File: config.mk
export PLATFORM = sky130hd
export DESIGN_NAME = vga_sync_gen
export DESIGN_NICKNAME = d
export VERILOG_FILES = /design/src/rtl/vga_timing_pkg.sv /design/src/rtl/vga_axis_counter.sv /design/src/rtl/vga_sync_gen.sv
export SDC_FILE = /design/constraint.sdc
export NUM_CORES = 1
export LEC_CHECK = 0
export ABC_AREA = 1
export CORE_MARGIN = 5
export CORE_UTILIZATION = 50
export DETAILED_ROUTE_END_ITERATION = 10
export GPL_ROUTABILITY_DRIVEN = 0
export HOLD_SLACK_MARGIN = 0.06
export PLACE_DENSITY = 0.88
export SLEW_MARGIN = 0
export SYNTH_ARGS = -nofsm -noshare
export SYNTH_HDL_FRONTEND = slang
export SYNTH_HIERARCHICAL = 1
export SYNTH_SLANG_ARGS = --single-unit
File: constraint.sdc
create_clock -name pixelclock -period 2.8 [get_ports pixelclock]
set_input_delay 0.56 -clock pixelclock [delete_from_list [all_inputs] [get_ports pixelclock]]
set_output_delay 0.56 -clock pixelclock [all_outputs]
set_load 0.1 [all_outputs]
File: src/rtl/vga_timing_pkg.sv
// Shared 640x480@60 timing constants, derived totals/sync windows and sync polarity encoding.
package vga_timing_pkg;

  localparam int unsigned H_VISIBLE_DEF = 640;
  localparam int unsigned H_FRONT_DEF   = 16;
  localparam int unsigned H_SYNC_DEF    = 96;
  localparam int unsigned H_BACK_DEF    = 48;
  localparam int unsigned V_VISIBLE_DEF = 480;
  localparam int unsigned V_FRONT_DEF   = 10;
  localparam int unsigned V_SYNC_DEF    = 2;
  localparam int unsigned V_BACK_DEF    = 33;

  localparam int unsigned H_TOTAL_DEF = H_VISIBLE_DEF + H_FRONT_DEF + H_SYNC_DEF + H_BACK_DEF;
  localparam int unsigned V_TOTAL_DEF = V_VISIBLE_DEF + V_FRONT_DEF + V_SYNC_DEF + V_BACK_DEF;

  localparam int unsigned H_SYNC_START_DEF = H_VISIBLE_DEF + H_FRONT_DEF;
  localparam int unsigned H_SYNC_END_DEF   = H_SYNC_START_DEF + H_SYNC_DEF;
  localparam int unsigned V_SYNC_START_DEF = V_VISIBLE_DEF + V_FRONT_DEF;
  localparam int unsigned V_SYNC_END_DEF   = V_SYNC_START_DEF + V_SYNC_DEF;

  localparam bit SYNC_ACTIVE_LOW  = 1'b0;
  localparam bit SYNC_ACTIVE_HIGH = 1'b1;

  // Narrowest width that can hold total-1.
  function automatic int unsigned axis_width(input int unsigned total);
    return (total < 3) ? 1 : $clog2(total);
  endfunction

endpackage

File: src/rtl/vga_axis_counter.sv
// One raster axis: wrapping position counter with registered sync and a next-position visible flag.
module vga_axis_counter
  import vga_timing_pkg::*;
#(
  parameter int unsigned VISIBLE  = H_VISIBLE_DEF,
  parameter int unsigned FRONT    = H_FRONT_DEF,
  parameter int unsigned SYNC     = H_SYNC_DEF,
  parameter int unsigned BACK     = H_BACK_DEF,
  parameter bit          SYNC_POL = SYNC_ACTIVE_LOW,
  parameter int unsigned W        = axis_width(VISIBLE + FRONT + SYNC + BACK)
) (
  input  logic         pixelclock,
  input  logic         nreset,
  input  logic         tick,
  output logic [W-1:0] count,
  output logic         wrap,
  output logic         sync,
  output logic         active
);

  localparam int unsigned TOTAL      = VISIBLE + FRONT + SYNC + BACK;
  localparam int unsigned SYNC_START = VISIBLE + FRONT;
  localparam int unsigned SYNC_END   = SYNC_START + SYNC;

  logic [W-1:0] count_q, count_d;
  logic         sync_q, sync_d;
  logic [31:0]  count_ext;

  assign wrap = (count_q == W'(TOTAL - 1));

  always_comb begin
    count_d = count_q;
    if (tick) count_d = wrap ? '0 : count_q + W'(1);
  end

  // Decode the position being loaded so sync and active line up with the counter register.
  always_comb begin
    count_ext = 32'(count_d);
    sync_d    = ((count_ext >= SYNC_START) && (count_ext < SYNC_END)) ? SYNC_POL : ~SYNC_POL;
    active    = (count_ext < VISIBLE);
  end

  always_ff @(posedge pixelclock or negedge nreset) begin
    if (!nreset) begin
      count_q <= '0;
      sync_q  <= ~SYNC_POL;
    end else if (tick) begin
      count_q <= count_d;
      sync_q  <= sync_d;
    end
  end

  assign count = count_q;
  assign sync  = sync_q;

endmodule

File: src/rtl/vga_sync_gen.sv
// VGA raster timing generator (hsinc/vsinc/draw/h_count/v_count), advancing on pix_en.
// Optional frame_start/frame_cnt outputs when VGA_FRAME_CNT_EN is defined.
module vga_sync_gen
  import vga_timing_pkg::*;
#(
  parameter int unsigned H_VISIBLE = H_VISIBLE_DEF,
  parameter int unsigned H_FRONT   = H_FRONT_DEF,
  parameter int unsigned H_SYNC    = H_SYNC_DEF,
  parameter int unsigned H_BACK    = H_BACK_DEF,
  parameter int unsigned V_VISIBLE = V_VISIBLE_DEF,
  parameter int unsigned V_FRONT   = V_FRONT_DEF,
  parameter int unsigned V_SYNC    = V_SYNC_DEF,
  parameter int unsigned V_BACK    = V_BACK_DEF,
  parameter bit          SYNC_POL  = SYNC_ACTIVE_LOW,
  parameter int unsigned CNT_W     = 16
) (
  input  logic             pixelclock,
  input  logic             nreset,
  input  logic             pix_en,
  output logic             hsinc,
  output logic             vsinc,
  output logic             draw,
  output logic [CNT_W-1:0] h_count,
  output logic [CNT_W-1:0] v_count
`ifdef VGA_FRAME_CNT_EN
  ,
  output logic             frame_start,
  output logic [7:0]       frame_cnt
`endif
);

  localparam int unsigned HW = axis_width(H_VISIBLE + H_FRONT + H_SYNC + H_BACK);
  localparam int unsigned VW = axis_width(V_VISIBLE + V_FRONT + V_SYNC + V_BACK);

  logic [HW-1:0] h_cnt;
  logic [VW-1:0] v_cnt;
  logic          h_wrap, v_wrap, h_act, v_act, v_tick;
  logic          draw_q, draw_d;

  vga_axis_counter #(
    .VISIBLE (H_VISIBLE),
    .FRONT   (H_FRONT),
    .SYNC    (H_SYNC),
    .BACK    (H_BACK),
    .SYNC_POL(SYNC_POL),
    .W       (HW)
  ) u_h_axis (
    .pixelclock(pixelclock),
    .nreset    (nreset),
    .tick      (pix_en),
    .count     (h_cnt),
    .wrap      (h_wrap),
    .sync      (hsinc),
    .active    (h_act)
  );

  assign v_tick = h_wrap & pix_en;

  vga_axis_counter #(
    .VISIBLE (V_VISIBLE),
    .FRONT   (V_FRONT),
    .SYNC    (V_SYNC),
    .BACK    (V_BACK),
    .SYNC_POL(SYNC_POL),
    .W       (VW)
  ) u_v_axis (
    .pixelclock(pixelclock),
    .nreset    (nreset),
    .tick      (v_tick),
    .count     (v_cnt),
    .wrap      (v_wrap),
    .sync      (vsinc),
    .active    (v_act)
  );

  // Reset value 0 blanks position (0,0) of the first frame after reset.
  always_comb begin
    draw_d = draw_q;
    if (pix_en) draw_d = h_act & v_act;
  end

  always_ff @(posedge pixelclock or negedge nreset) begin
    if (!nreset) draw_q <= 1'b0;
    else         draw_q <= draw_d;
  end

  assign draw    = draw_q;
  assign h_count = CNT_W'(h_cnt);
  assign v_count = CNT_W'(v_cnt);

`ifdef VGA_FRAME_CNT_EN
  logic       frame_tick;
  logic       frame_start_q;
  logic [7:0] frame_cnt_q;

  assign frame_tick = pix_en & h_wrap & v_wrap;

  always_ff @(posedge pixelclock or negedge nreset) begin
    if (!nreset) begin
      frame_start_q <= 1'b0;
      frame_cnt_q   <= '0;
    end else begin
      frame_start_q <= frame_tick;
      if (frame_tick) frame_cnt_q <= frame_cnt_q + 8'd1;
    end
  end

  assign frame_start = frame_start_q;
  assign frame_cnt   = frame_cnt_q;
`else
  logic unused_v_wrap;
  assign unused_v_wrap = v_wrap;
`endif

endmodule

==> impl_metrics.xml <==
<?xml version="1.0" encoding="UTF-8"?>
<metrics>
  <group name="run_status">
    <metric name="outcome" unit="">finished, final reports clean</metric>
  </group>
  <group name="timing">
    <metric name="worst_slew_margin" unit="%">45.6</metric>
    <metric name="layout_min_cycle_time" unit="ns">2.36</metric>
    <metric name="setup-violations-final" unit="">0</metric>
    <metric name="fmax" unit="MHz">424</metric>
    <metric name="final.setup_skew" unit="ns">0.00283</metric>
    <metric name="finalCritPeriodShare" unit="%">84.2</metric>
    <metric name="hold_slack" unit="ns">0.507</metric>
    <metric name="timing.setup.tns" unit="ns">0</metric>
    <metric name="final_hold_viol_count" unit="">0</metric>
    <metric name="rsz0062_at_grt" unit="">false</metric>
    <metric name="max_slew.worst_pin.slew" unit="ns">0.813</metric>
    <metric name="slew_violations" unit="">0</metric>
  </group>
  <group name="clock_network">
    <metric name="root_buffer" unit="">sky130_fd_sc_hd__clkbuf_4</metric>
    <metric name="cts_buffers" unit="">3</metric>
    <metric name="clkTransAtPathRegs" unit="ns">0.13</metric>
    <metric name="post_cts_hold_buffer_count" unit="">0</metric>
    <metric name="post_cts_setup_buffers" unit="">0</metric>
    <metric name="cts_resized" unit="">0</metric>
    <metric name="cts.sink_count" unit="">23</metric>
    <metric name="cts_buffer_depth" unit="">2</metric>
    <metric name="clock_tree.htree_level_count" unit="">1</metric>
    <metric name="tritoncts" unit="">built</metric>
    <metric name="insertion_delay_of_the_later_clocked_pin_in_the_worst_skew_pair" unit="ns">0.31</metric>
  </group>
  <group name="layout">
    <metric name="final_util" unit="%">60.2</metric>
    <metric name="layout_commonest_cell" unit="">sky130_fd_sc_hd__nand2_1</metric>
    <metric name="ratio_of_cells_with_drive_above_1_in_the_final_layout" unit="%">26.1</metric>
    <metric name="postLayoutCellArea" unit="um^2">1850</metric>
    <metric name="n_antenna_cell" unit="">0</metric>
    <metric name="synthToLayoutAreaGrowth" unit="%">14.6</metric>
    <metric name="nets" unit="">256</metric>
    <metric name="layout_common_cells" unit="">43 x sky130_fd_sc_hd__nand2_1, 33 x sky130_fd_sc_hd__inv_1, 27 x sky130_fd_sc_hd__nor2_1, 26 x sky130_fd_sc_hd__buf_4, 19 x sky130_fd_sc_hd__dfrtp_1</metric>
  </group>
  <group name="grt">
    <metric name="grt_pass1_vias" unit="">1276</metric>
    <metric name="grtUsageTotal" unit="%">16.4</metric>
    <metric name="grt_antenna_before_repair" unit="">0</metric>
    <metric name="wire_length_of_the_first_global_routing_pass" unit="um">5730</metric>
    <metric name="overflow" unit="">0</metric>
    <metric name="largest_net_degree_at_the_start_of_global_routing" unit="">19</metric>
  </group>
  <group name="pwr">
    <metric name="pwrdens" unit="nW/um^2">925</metric>
    <metric name="power.static_leakage" unit="uW">0.00103</metric>
    <metric name="design_power_total" unit="uW">1710</metric>
    <metric name="clock_power_share" unit="%">9.1</metric>
    <metric name="p_seq_share" unit="%">29.2</metric>
    <metric name="power_switching_share" unit="%">61.1</metric>
    <metric name="max-vdd-ir-drop" unit="mV">0.743</metric>
    <metric name="netSwitchingPower" unit="uW">1050</metric>
    <metric name="combinationalPowerShare" unit="%">61.7</metric>
    <metric name="internal_power" unit="uW">668</metric>
  </group>
  <group name="logic_synthesis">
    <metric name="top_cell_type_by_total_area_after_synthesis" unit="">sky130_fd_sc_hd__dfrtp_1</metric>
    <metric name="synth_seq_area_share" unit="%">35.8</metric>
    <metric name="yosysWarnings" unit="">6</metric>
    <metric name="synth_area" unit="um^2">1620</metric>
    <metric name="ys_top_cells_by_area" unit="">sky130_fd_sc_hd__dfrtp_1 33%, sky130_fd_sc_hd__nand2_1 10%, sky130_fd_sc_hd__inv_1 7.7%</metric>
    <metric name="flops_latches_synth" unit="">23</metric>
    <metric name="synth-async-reset-ratio" unit="%">100</metric>
    <metric name="synth.distinct_cells" unit="">31</metric>
    <metric name="synth_edf_count" unit="">0</metric>
    <metric name="synth.top_cell.area_share" unit="%">32.5</metric>
    <metric name="postSynth.topFlopCell" unit="">sky130_fd_sc_hd__dfrtp_1</metric>
    <metric name="synth_cells" unit="">220</metric>
    <metric name="post_synth.cell_area_avg" unit="um^2">7.35</metric>
  </group>
  <group name="floorplan">
    <metric name="placeableCoreArea" unit="um^2">3080</metric>
    <metric name="rows" unit="">20</metric>
    <metric name="die_x" unit="um">66.9</metric>
    <metric name="die-height" unit="um">66.9</metric>
    <metric name="floorplan.die_area" unit="um^2">4470</metric>
    <metric name="initial_utilization" unit="%">52.5</metric>
    <metric name="floorplan.io_pins" unit="">38</metric>
  </group>
  <group name="worst_setup_path">
    <metric name="criticalPathCategory" unit="">register to register</metric>
    <metric name="critPathLaunchType" unit="">register</metric>
    <metric name="worst_ep_required_time" unit="ns">3.02</metric>
    <metric name="timing.critical_path.to_type" unit="">register</metric>
    <metric name="cp_max_fo" unit="">10</metric>
    <metric name="arrival" unit="ns">2.58</metric>
  </group>
  <group name="hold_path">
    <metric name="holdCritPathClass" unit="">register to register</metric>
  </group>
  <group name="drt">
    <metric name="vias_post_dr" unit="">1422</metric>
    <metric name="routed_wl_per_cell" unit="um">11.5</metric>
    <metric name="post_drt_via_cell_ratio" unit="">4.85</metric>
    <metric name="drt-total-wl" unit="um">3360</metric>
    <metric name="route.antenna.remaining_nets" unit="">0</metric>
    <metric name="drt_iter0_drc" unit="">73</metric>
    <metric name="drcViolationCount" unit="">0</metric>
    <metric name="drt_first_pass_iters" unit="">4</metric>
  </group>
  <group name="job">
    <metric name="maxCapViolCount" unit="">0</metric>
  </group>
  <group name="place">
    <metric name="dpl.hpwl" unit="um">2700</metric>
    <metric name="placedInstanceArea" unit="um^2">1830</metric>
    <metric name="portBuffers" unit="">25</metric>
  </group>
</metrics>
## sequential cells by signal (all words and copies together), names as in the netlist
name,cells
u_h_axis/sync,1
u_h_axis/count,10
draw,1
u_v_axis/sync,1
u_v_axis/count,10
## metal layers
metal	track usage, %	wire length, um
met1	23.2	1540
met2	25.9	1500
met3	2.19	282
met4	5.06	31
met5	0	0
## power by group through the flow
stage          Sequential, uW  Combinational, uW  Clock (uW)
2_1_floorplan             993                375           0
3_3_place_gp              503               1040           0
3_5_place_dp              507               1060           0
4_1_cts                   500               1060         162
5_1_grt                   515               1120         178
6_report                  500               1060         157
## logic make-up after synthesis
| family | after synthesis | share of synthesized area, % |
|---|---|---|
| DFF | 23 | 35.8 |
| and+or+nand+nor | 122 | 38.7 |
| AOI/OAI and AO/OA | 10 | 4.02 |
| buffers and inverters | 56 | 16.3 |
| other | 1 | 0.232 |
| adders and majority gates | 3 | 2.32 |
| xor gates and xnor gates | 5 | 2.71 |
## Yosys cell counts, types with 3 or more instances
| cell | n |
|---|---|
| sky130_fd_sc_hd__nand3_1 | 17 |
| sky130_fd_sc_hd__nand4_1 | 9 |
| sky130_fd_sc_hd__ha_1 | 3 |
| sky130_fd_sc_hd__xor2_1 | 3 |
| sky130_fd_sc_hd__nor2_2 | 4 |
| sky130_fd_sc_hd__dfrtp_1 | 21 |
| sky130_fd_sc_hd__inv_2 | 6 |
| sky130_fd_sc_hd__nand2_1 | 43 |
| sky130_fd_sc_hd__buf_4 | 14 |
| sky130_fd_sc_hd__nand2_2 | 9 |
| sky130_fd_sc_hd__nor2_1 | 27 |
| sky130_fd_sc_hd__nor2_4 | 3 |
| sky130_fd_sc_hd__inv_1 | 33 |
| sky130_fd_sc_hd__nand3_2 | 4 |
| sky130_fd_sc_hd__clkinv_1 | 3 |
| sky130_fd_sc_hd__a21oi_1 | 3 |
## critical path, cell delays in order (launching register included)
cell and delay [ns]:
sky130_fd_sc_hd__dfrtp_2 0.44, sky130_fd_sc_hd__ha_1 0.20, sky130_fd_sc_hd__nand2_1 0.10, sky130_fd_sc_hd__nor2_4 0.18, sky130_fd_sc_hd__nand3_2 0.09, sky130_fd_sc_hd__inv_1 0.06, sky130_fd_sc_hd__nand2_1 0.05, sky130_fd_sc_hd__inv_1 0.27
sky130_fd_sc_hd__nand2_4 0.11, sky130_fd_sc_hd__nor2_8 0.14, sky130_fd_sc_hd__nand3_2 0.08, sky130_fd_sc_hd__nor2_1 0.09, sky130_fd_sc_hd__nand2_1 0.07, sky130_fd_sc_hd__a21oi_1 0.19, sky130_fd_sc_hd__a31oi_1 0.06, sky130_fd_sc_hd__nand3_1 0.09
sky130_fd_sc_hd__nand2_1 0.04
## stage by stage
| step | std cells | worst slack (ns) |
|---|---|---|
| 3_5_place_dp | 289 | 0.451 |
| 3_3_place_gp | 289 | 0.506 |
| 4_1_cts | 293 | 0.439 |
| 5_1_grt | 293 | 0.146 |
| 6_report | 293 | 0.443 |
| 2_1_floorplan | 231 | 0.0667 |
## cell type report
cell class | count | area (um^2)
repair buffers | 28 | 215
clock buffers | 3 | 22.5
inverters | 42 | 158
clock inverters | 1 | 5.00
fillers | 283 | 1220
flip-flops and latches | 23 | 581
multi-input cells | 152 | 817
well taps | 44 | 55.1
## path summary, 6_finish.rpt
check	start	cells after the start	slack, ns	to
worst min register to register	u_h_axis/sync	2	0.51	u_h_axis/sync
worst min-delay path	u_h_axis/sync	2	0.51	u_h_axis/sync
max in group asynchronous	nreset	2	1.52	u_h_axis/count[6]
worst max register to register	u_h_axis/count[0]	16	0.44	draw
min in group asynchronous	nreset	1	0.70	u_v_axis/count[2]
worst max-delay path	u_h_axis/count[0]	16	0.44	draw
No activity file was read; power rests on OpenSTA's default activity.
